===== src/rtl/game_defs.sv =====
// Shared definitions for the sprite-game input stage.
//   rpt_state_t : per-switch auto-repeat FSM encoding.
//   SW_*        : bit positions of the direction switches within the Switch bus.
//   cnt_w       : width of a counter that must hold 0..max_val (never narrower than 1 bit).
package game_defs;

  typedef enum logic [1:0] {
    ST_IDLE   = 2'd0,
    ST_DELAY  = 2'd1,
    ST_REPEAT = 2'd2
  } rpt_state_t;

  localparam int SW_LEFT  = 0;
  localparam int SW_RIGHT = 1;
  localparam int SW_DOWN  = 2;
  localparam int SW_UP    = 3;

  function automatic int cnt_w(input int max_val);
    return (max_val < 1) ? 1 : $clog2(max_val + 1);
  endfunction

endpackage


===== src/rtl/switch_channel.sv =====
// One switch lane: 2-flop synchroniser, debounce filter and auto-repeat FSM.
//   CLK_12MHz : sole clock
//   Reset_n   : synchronous active-low reset
//   sw        : raw board switch, asynchronous, active-low
//   tick      : shared one-cycle repeat tick from the top-level prescaler
//   pressed   : debounced level, active-high
//   step      : registered one-cycle movement strobe
module switch_channel
  import game_defs::*;
#(
  parameter int DEBOUNCE_CYCLES = 120000,
  parameter int REPEAT_DELAY    = 32
) (
  input  logic CLK_12MHz,
  input  logic Reset_n,
  input  logic sw,
  input  logic tick,
  output logic pressed,
  output logic step
);

  localparam int DB_W = cnt_w(DEBOUNCE_CYCLES);
  localparam int DL_W = cnt_w(REPEAT_DELAY);
  localparam logic [DB_W-1:0] DB_MAX  = DB_W'(DEBOUNCE_CYCLES);
  localparam logic [DL_W-1:0] DL_INIT = DL_W'(REPEAT_DELAY);
  localparam logic [DL_W-1:0] DL_ONE  = DL_W'(1);

  logic            sync_p0;
  logic            sync_p1;
  logic            raw_p;
  logic [DB_W-1:0] db_cnt;
  logic            pressed_nxt;
  rpt_state_t      state;
  rpt_state_t      state_nxt;
  logic [DL_W-1:0] dcnt;
  logic [DL_W-1:0] dcnt_nxt;
  logic            step_nxt;

  // Stage p0/p1: synchroniser, resets to the released (high) level
  always_ff @(posedge CLK_12MHz) begin
    if (!Reset_n) begin
      sync_p0 <= 1'b1;
      sync_p1 <= 1'b1;
    end else begin
      sync_p0 <= sw;
      sync_p1 <= sync_p0;
    end
  end

  assign raw_p = ~sync_p1;

  // Debounce stage: the counter must sit at DB_MAX for one more mismatching
  // sample before the level is accepted, giving DEBOUNCE_CYCLES+2 clocks of
  // latency from the first sampling edge.
  always_comb begin
    pressed_nxt = pressed;
    if ((raw_p != pressed) && (db_cnt == DB_MAX)) pressed_nxt = raw_p;
  end

  always_ff @(posedge CLK_12MHz) begin
    if (!Reset_n) begin
      db_cnt  <= '0;
      pressed <= 1'b0;
    end else begin
      pressed <= pressed_nxt;
      if ((raw_p == pressed) || (db_cnt == DB_MAX)) db_cnt <= '0;
      else                                         db_cnt <= db_cnt + 1'b1;
    end
  end

  // Repeat stage: release is taken from pressed_nxt so that no strobe can
  // appear on or after the edge where the debounced level falls. The press
  // strobe uses the registered level, landing one clock after Pressed rises.
  always_comb begin
    state_nxt = state;
    dcnt_nxt  = dcnt;
    step_nxt  = 1'b0;
    if (!pressed_nxt) begin
      state_nxt = ST_IDLE;
    end else begin
      case (state)
        ST_IDLE: begin
          if (pressed) begin
            step_nxt = 1'b1;
            if (REPEAT_DELAY == 0) begin
              state_nxt = ST_REPEAT;
            end else begin
              state_nxt = ST_DELAY;
              dcnt_nxt  = DL_INIT;
            end
          end
        end
        ST_DELAY: begin
          if (tick) begin
            if (dcnt <= DL_ONE) state_nxt = ST_REPEAT;
            else                dcnt_nxt  = dcnt - 1'b1;
          end
        end
        ST_REPEAT: begin
          // Guard keeps strobes apart when a tick directly follows the press
          if (tick && !step) step_nxt = 1'b1;
        end
        default: state_nxt = ST_IDLE;
      endcase
    end
  end

  always_ff @(posedge CLK_12MHz) begin
    if (!Reset_n) begin
      state <= ST_IDLE;
      dcnt  <= '0;
      step  <= 1'b0;
    end else begin
      state <= state_nxt;
      dcnt  <= dcnt_nxt;
      step  <= step_nxt;
    end
  end

endmodule


===== src/rtl/switch_conditioner.sv =====
// Upstream input stage of the sprite game: synchronises and debounces the
// active-low board switches and produces per-switch Step strobes (press plus
// auto-repeat) as plain enables on the single system clock.
//   CLK_12MHz : sole clock
//   Reset_n   : synchronous active-low reset
//   Switch    : raw switches, asynchronous, active-low (0 = pressed)
//   Pressed   : debounced level per switch, active-high
//   Step      : one-cycle movement strobe per switch
//   Tick      : one-cycle pulse every STEP_DIV clocks
// DEBOUNCE_CYCLES must be >= 1 and STEP_DIV must be >= 2.
module switch_conditioner
  import game_defs::*;
#(
  parameter int NUM_SW          = 6,
  parameter int DEBOUNCE_CYCLES = 120000,
  parameter int STEP_DIV        = 65536,
  parameter int REPEAT_DELAY    = 32
) (
  input  logic              CLK_12MHz,
  input  logic              Reset_n,
  input  logic [NUM_SW-1:0] Switch,
  output logic [NUM_SW-1:0] Pressed,
  output logic [NUM_SW-1:0] Step,
  output logic              Tick
);

  localparam int TK_W = cnt_w(STEP_DIV - 1);
  localparam logic [TK_W-1:0] TK_LAST = TK_W'(STEP_DIV - 1);

  logic [TK_W-1:0] tk_cnt;

  // Prescaler stage: Tick is registered one count early so it is high
  // exactly while tk_cnt holds STEP_DIV-1.
  always_ff @(posedge CLK_12MHz) begin
    if (!Reset_n) begin
      tk_cnt <= '0;
      Tick   <= 1'b0;
    end else begin
      tk_cnt <= (tk_cnt == TK_LAST) ? '0 : tk_cnt + 1'b1;
      Tick   <= (tk_cnt == TK_LAST - 1'b1);
    end
  end

  for (genvar i = 0; i < NUM_SW; i++) begin : g_ch
    switch_channel #(
      .DEBOUNCE_CYCLES(DEBOUNCE_CYCLES),
      .REPEAT_DELAY   (REPEAT_DELAY)
    ) u_ch (
      .CLK_12MHz(CLK_12MHz),
      .Reset_n  (Reset_n),
      .sw       (Switch[i]),
      .tick     (Tick),
      .pressed  (Pressed[i]),
      .step     (Step[i])
    );
  end

endmodule


===== config.mk =====
export PLATFORM = sky130hd
export DESIGN_NAME = switch_conditioner
export DESIGN_NICKNAME = d
export VERILOG_FILES = /design/src/rtl/game_defs.sv /design/src/rtl/switch_channel.sv /design/src/rtl/switch_conditioner.sv
export SDC_FILE = /design/constraint.sdc
export NUM_CORES = 1
export LEC_CHECK = 0
export CORE_MARGIN = 3
export CORE_UTILIZATION = 31
export CTS_BUF_LIST = sky130_fd_sc_hd__clkbuf_4 sky130_fd_sc_hd__clkbuf_8
export DETAILED_ROUTE_END_ITERATION = 16
export PLACE_DENSITY_LB_ADDON = 0.08
export REMOVE_ABC_BUFFERS = 1
export SETUP_SLACK_MARGIN = 0.3
export SYNTH_ARGS = -nofsm -noshare
export SYNTH_HDL_FRONTEND = slang
export SYNTH_SLANG_ARGS = --single-unit

===== constraint.sdc =====
create_clock -name CLK_12MHz -period 2.4 [get_ports CLK_12MHz]
set_input_delay 0.48 -clock CLK_12MHz [delete_from_list [all_inputs] [get_ports CLK_12MHz]]
set_output_delay 0.48 -clock CLK_12MHz [all_outputs]
set_load 0.02 [all_outputs]

==> results.py <==
metrics = {
    "outcome": {
        "status": "completed",
    },
    "floorplan": {
        "die_y_um": 174,
        "die_w_um": 174,
        "core-area_um2": 27400,
        "dieArea_um2": 30400,
        "row_count": 60,
        "initial_core_util": 0.320,
        "io_pins": 21,
    },
    "place": {
        "io_buffers": 20,
        "dp_hpwl_um": 12300,
        "gp_congestion": 0.769,
    },
    "timing": {
        "rsz0062_at_grt": "true",
        "period_share": 0.871,
        "hold_violations": 0,
        "fin_skew_ps": 18.3,
        "fmax_mhz": 478,
        "slew_headroom": 0.484,
        "setup_viol": 0,
        "worstMarginPinSlew_ps": 773,
        "post-route-min-period_ps": 2090,
        "maxSlewViolCount": 0,
    },
    "critical_path": {
        "critical_path_arrival_ps": 2450,
        "critical_path.max_fanout": 6,
        "crit_end": "g_ch[0].u_ch.dcnt[4]",
        "cp_top_family": "simple AND/OR/NAND/NOR gates",
        "crit_cells": 6,
        "r2r_slack_ps": 310,
        "required_ps": 2760,
        "timing.rr.start": "g_ch[0].u_ch.db_cnt[3]",
        "rr_worst_depth": 6,
        "timing_worst_setup_path_type": "flop to flop",
        "critPathSlowestCell": "or4b_4",
        "cpPeakStageDelay_ps": 540,
        "rr_endpoint": "g_ch[0].u_ch.dcnt[4]",
        "path_cells": "or4b_4, nor4_4, mux2i_1, buf_4, or3_4, o41ai_2",
        "worst-path-buf-inv": 1,
        "start_kind": "flop",
        "end_kind": "flop",
        "startpoint": "g_ch[0].u_ch.db_cnt[3]",
    },
    "clocking": {
        "cts-hold-fix-buffers": 0,
        "clkTransAtPathRegs_ps": 100,
        "insertion_delay_ps": 460,
        "cts_tree": "done",
        "numCtsBuffers": 17,
        "cts.sinks": 191,
        "cts.root.buffer_cell": "clkbuf_8",
        "clock_path_buffers": 2,
        "h-tree-depth": 4,
    },
    "drt": {
        "drt-initial-drc-count": 297,
        "drcViolationCount": 0,
        "wl_um": 18000,
        "wire_per_inst_um": 12.5,
        "via_per_inst": 4.72,
        "ant_nets": 0,
        "first_pass_iters": 4,
        "vias": 6837,
    },
    "pwr": {
        "vdd_ir_drop_max_mv": 0.342,
        "powerDensity_nw_per_um2": 558,
        "leakage_nw": 3.54,
        "p_total_mw": 5.76,
    },
    "grt": {
        "grt_max_degree": 28,
        "grt_pass1_wl_um": 31000,
        "grt_pass1_vias": 6533,
        "grt_usage": 0.120,
        "antenna_found_initial": 0,
        "grt_overflow": 0,
    },
    "yosys": {
        "synth.yosys.seq_area_share": 0.435,
        "syn_inst": 1024,
        "synth_seq_cells": 191,
        "syn_area_per_cell_um2": 8.58,
        "synth_flop_cell": "dfxtp_1",
        "synth.cell_area_um2": 8780,
        "async_reset_ff_frac": 0,
        "synth_edf_count": 0,
        "yosys_warnings": 0,
        "synth.distinct_cells": 53,
    },
    "finish": {
        "fillers": 2814,
        "synthToLayoutAreaGrowth_pct": 17.7,
        "drive_above_1_share": 0.121,
        "diodes": 0,
        "finalNetCount": 1098,
        "fin_util": 0.377,
    },
    "worst_hold_path": {
        "hp-class": "input port to flop",
    },
    "run": {
        "maxCapViolCount": 0,
    },
}
## power by group
part	internal (mW)	switching [mW]
registers	3.18	0.0127
logic	0.0423	0.0596
clock network	1.29	1.18
total	4.51	1.25
## cell usage in the layout, fill, tap and decap left out, types with 16 or more instances in the layout
| cell | netlist | final |
|---|---|---|
| nor2_1 | 181 | 180 |
| dfxtp_1 | 191 | 177 |
| nand2_1 | 66 | 65 |
| inv_1 | 61 | 60 |
| xor2_1 | 55 | 55 |
| nand3_1 | 52 | 52 |
| xnor2_1 | 50 | 50 |
| buf_4 | 12 | 35 |
| nor3_1 | 31 | 29 |
| nand4_1 | 24 | 24 |
| ha_1 | 26 | 24 |
| and3_1 | 23 | 23 |
| nand2b_1 | 22 | 21 |
| a21oi_1 | 20 | 19 |
| clkbuf_8 | 0 | 18 |
| o21ai_0 | 24 | 17 |
| nor4_1 | 17 | 16 |
## Yosys cell counts (19+ instances only)
cell type,number,area share
and3_1,23,0.016
nor2_1,181,0.077
clkbuf_1,23,0.0098
o21ai_0,24,0.014
or3_1,19,0.014
xor2_1,55,0.055
inv_1,61,0.026
xnor2_1,50,0.050
nand4_1,24,0.017
dfxtp_1,191,0.44
nor3_1,31,0.018
ha_1,26,0.037
nand3_1,52,0.030
nand2_1,66,0.028
a21oi_1,20,0.011
nand2b_1,22,0.016
## worst reg2reg max path: cells and delay by family, from the launching register on
kind / cells / cell delay (ps)
DFF: 1 / 330
muxes: 1 / 130
and+or+nand+nor: 3 / 1180
AOI/OAI and AO/OA: 1 / 200
buffers and inverters: 1 / 180
## area by class of cell
class	count	area, um2	share of cell area
clock buffers	19	255	0.0247
clock inverters	12	206	0.0200
multi-input cells	734	4810	0.466
well taps	372	465	0.0450
inverters	61	229	0.0222
flip-flops and latches	191	3850	0.372
repair buffers	59	518	0.0501
## state kept, by name, indices dropped and copies added, names as in the netlist, 6 cells and up
register / cells
g_ch.u_ch.db_cnt: 102
tk_cnt: 16
g_ch.u_ch.sync_p1: 6
g_ch.u_ch.pressed: 6
g_ch.u_ch.state: 12
g_ch.u_ch.step: 6
g_ch.u_ch.sync_p0: 6
g_ch.u_ch.dcnt: 36
## worst min path at each step
stage,startpoint,endpoint,cells after the start
floorplan,g_ch[0].u_ch.sync_p0,g_ch[0].u_ch.sync_p1,1
global placement,g_ch[1].u_ch.sync_p0,g_ch[1].u_ch.sync_p1,1
detailed placement,g_ch[5].u_ch.sync_p0,g_ch[5].u_ch.sync_p1,1
CTS,Reset_n,g_ch[0].u_ch.sync_p1,2
global route,Reset_n,g_ch[0].u_ch.sync_p1,2
finish,Reset_n,g_ch[0].u_ch.sync_p1,2
## repair_timing
item	4_1_cts	5_1_grt
gates resized for setup	25	66
setup buffers	5	4
gates cloned	1	0
setup endpoints to repair	47	35
pin swaps	7	16
## cells by family after synthesis
kind of cell             Yosys count  synth area share
AO/OA/AOI/OAI                    101            0.0792
XOR/XNOR                         105             0.105
adder cells (fa/ha/maj)           26            0.0370
buffers and inverters             99            0.0484
flip-flops                       191             0.435
multiplexers                      16            0.0188
AND/OR/NAND/NOR                  486             0.276
## layer usage
metal / wire, um / GRT usage
met1: 9190 / 0.162
met2: 8230 / 0.191
met3: 416 / 0.0269
met4: 195 / 0.0375
met5: 0 / 0
## metrics by stage
step / instance area [um2] / setup WS, ps / cells / setup TNS, ps / hold slack [ps]
after floorplan: 8580 / -15.5 / 986 / -22.5 / 386
after global placement: 9490 / -57.4 / 1407 / -140 / 389
after detailed placement: 9490 / -107 / 1407 / -341 / 393
after CTS: 10100 / 275 / 1444 / 0 / 266
after global routing: 10300 / 147 / 1448 / 0 / 287
final: 10300 / 309 / 1448 / 0 / 301
No activity file was read; power rests on OpenSTA's default activity.
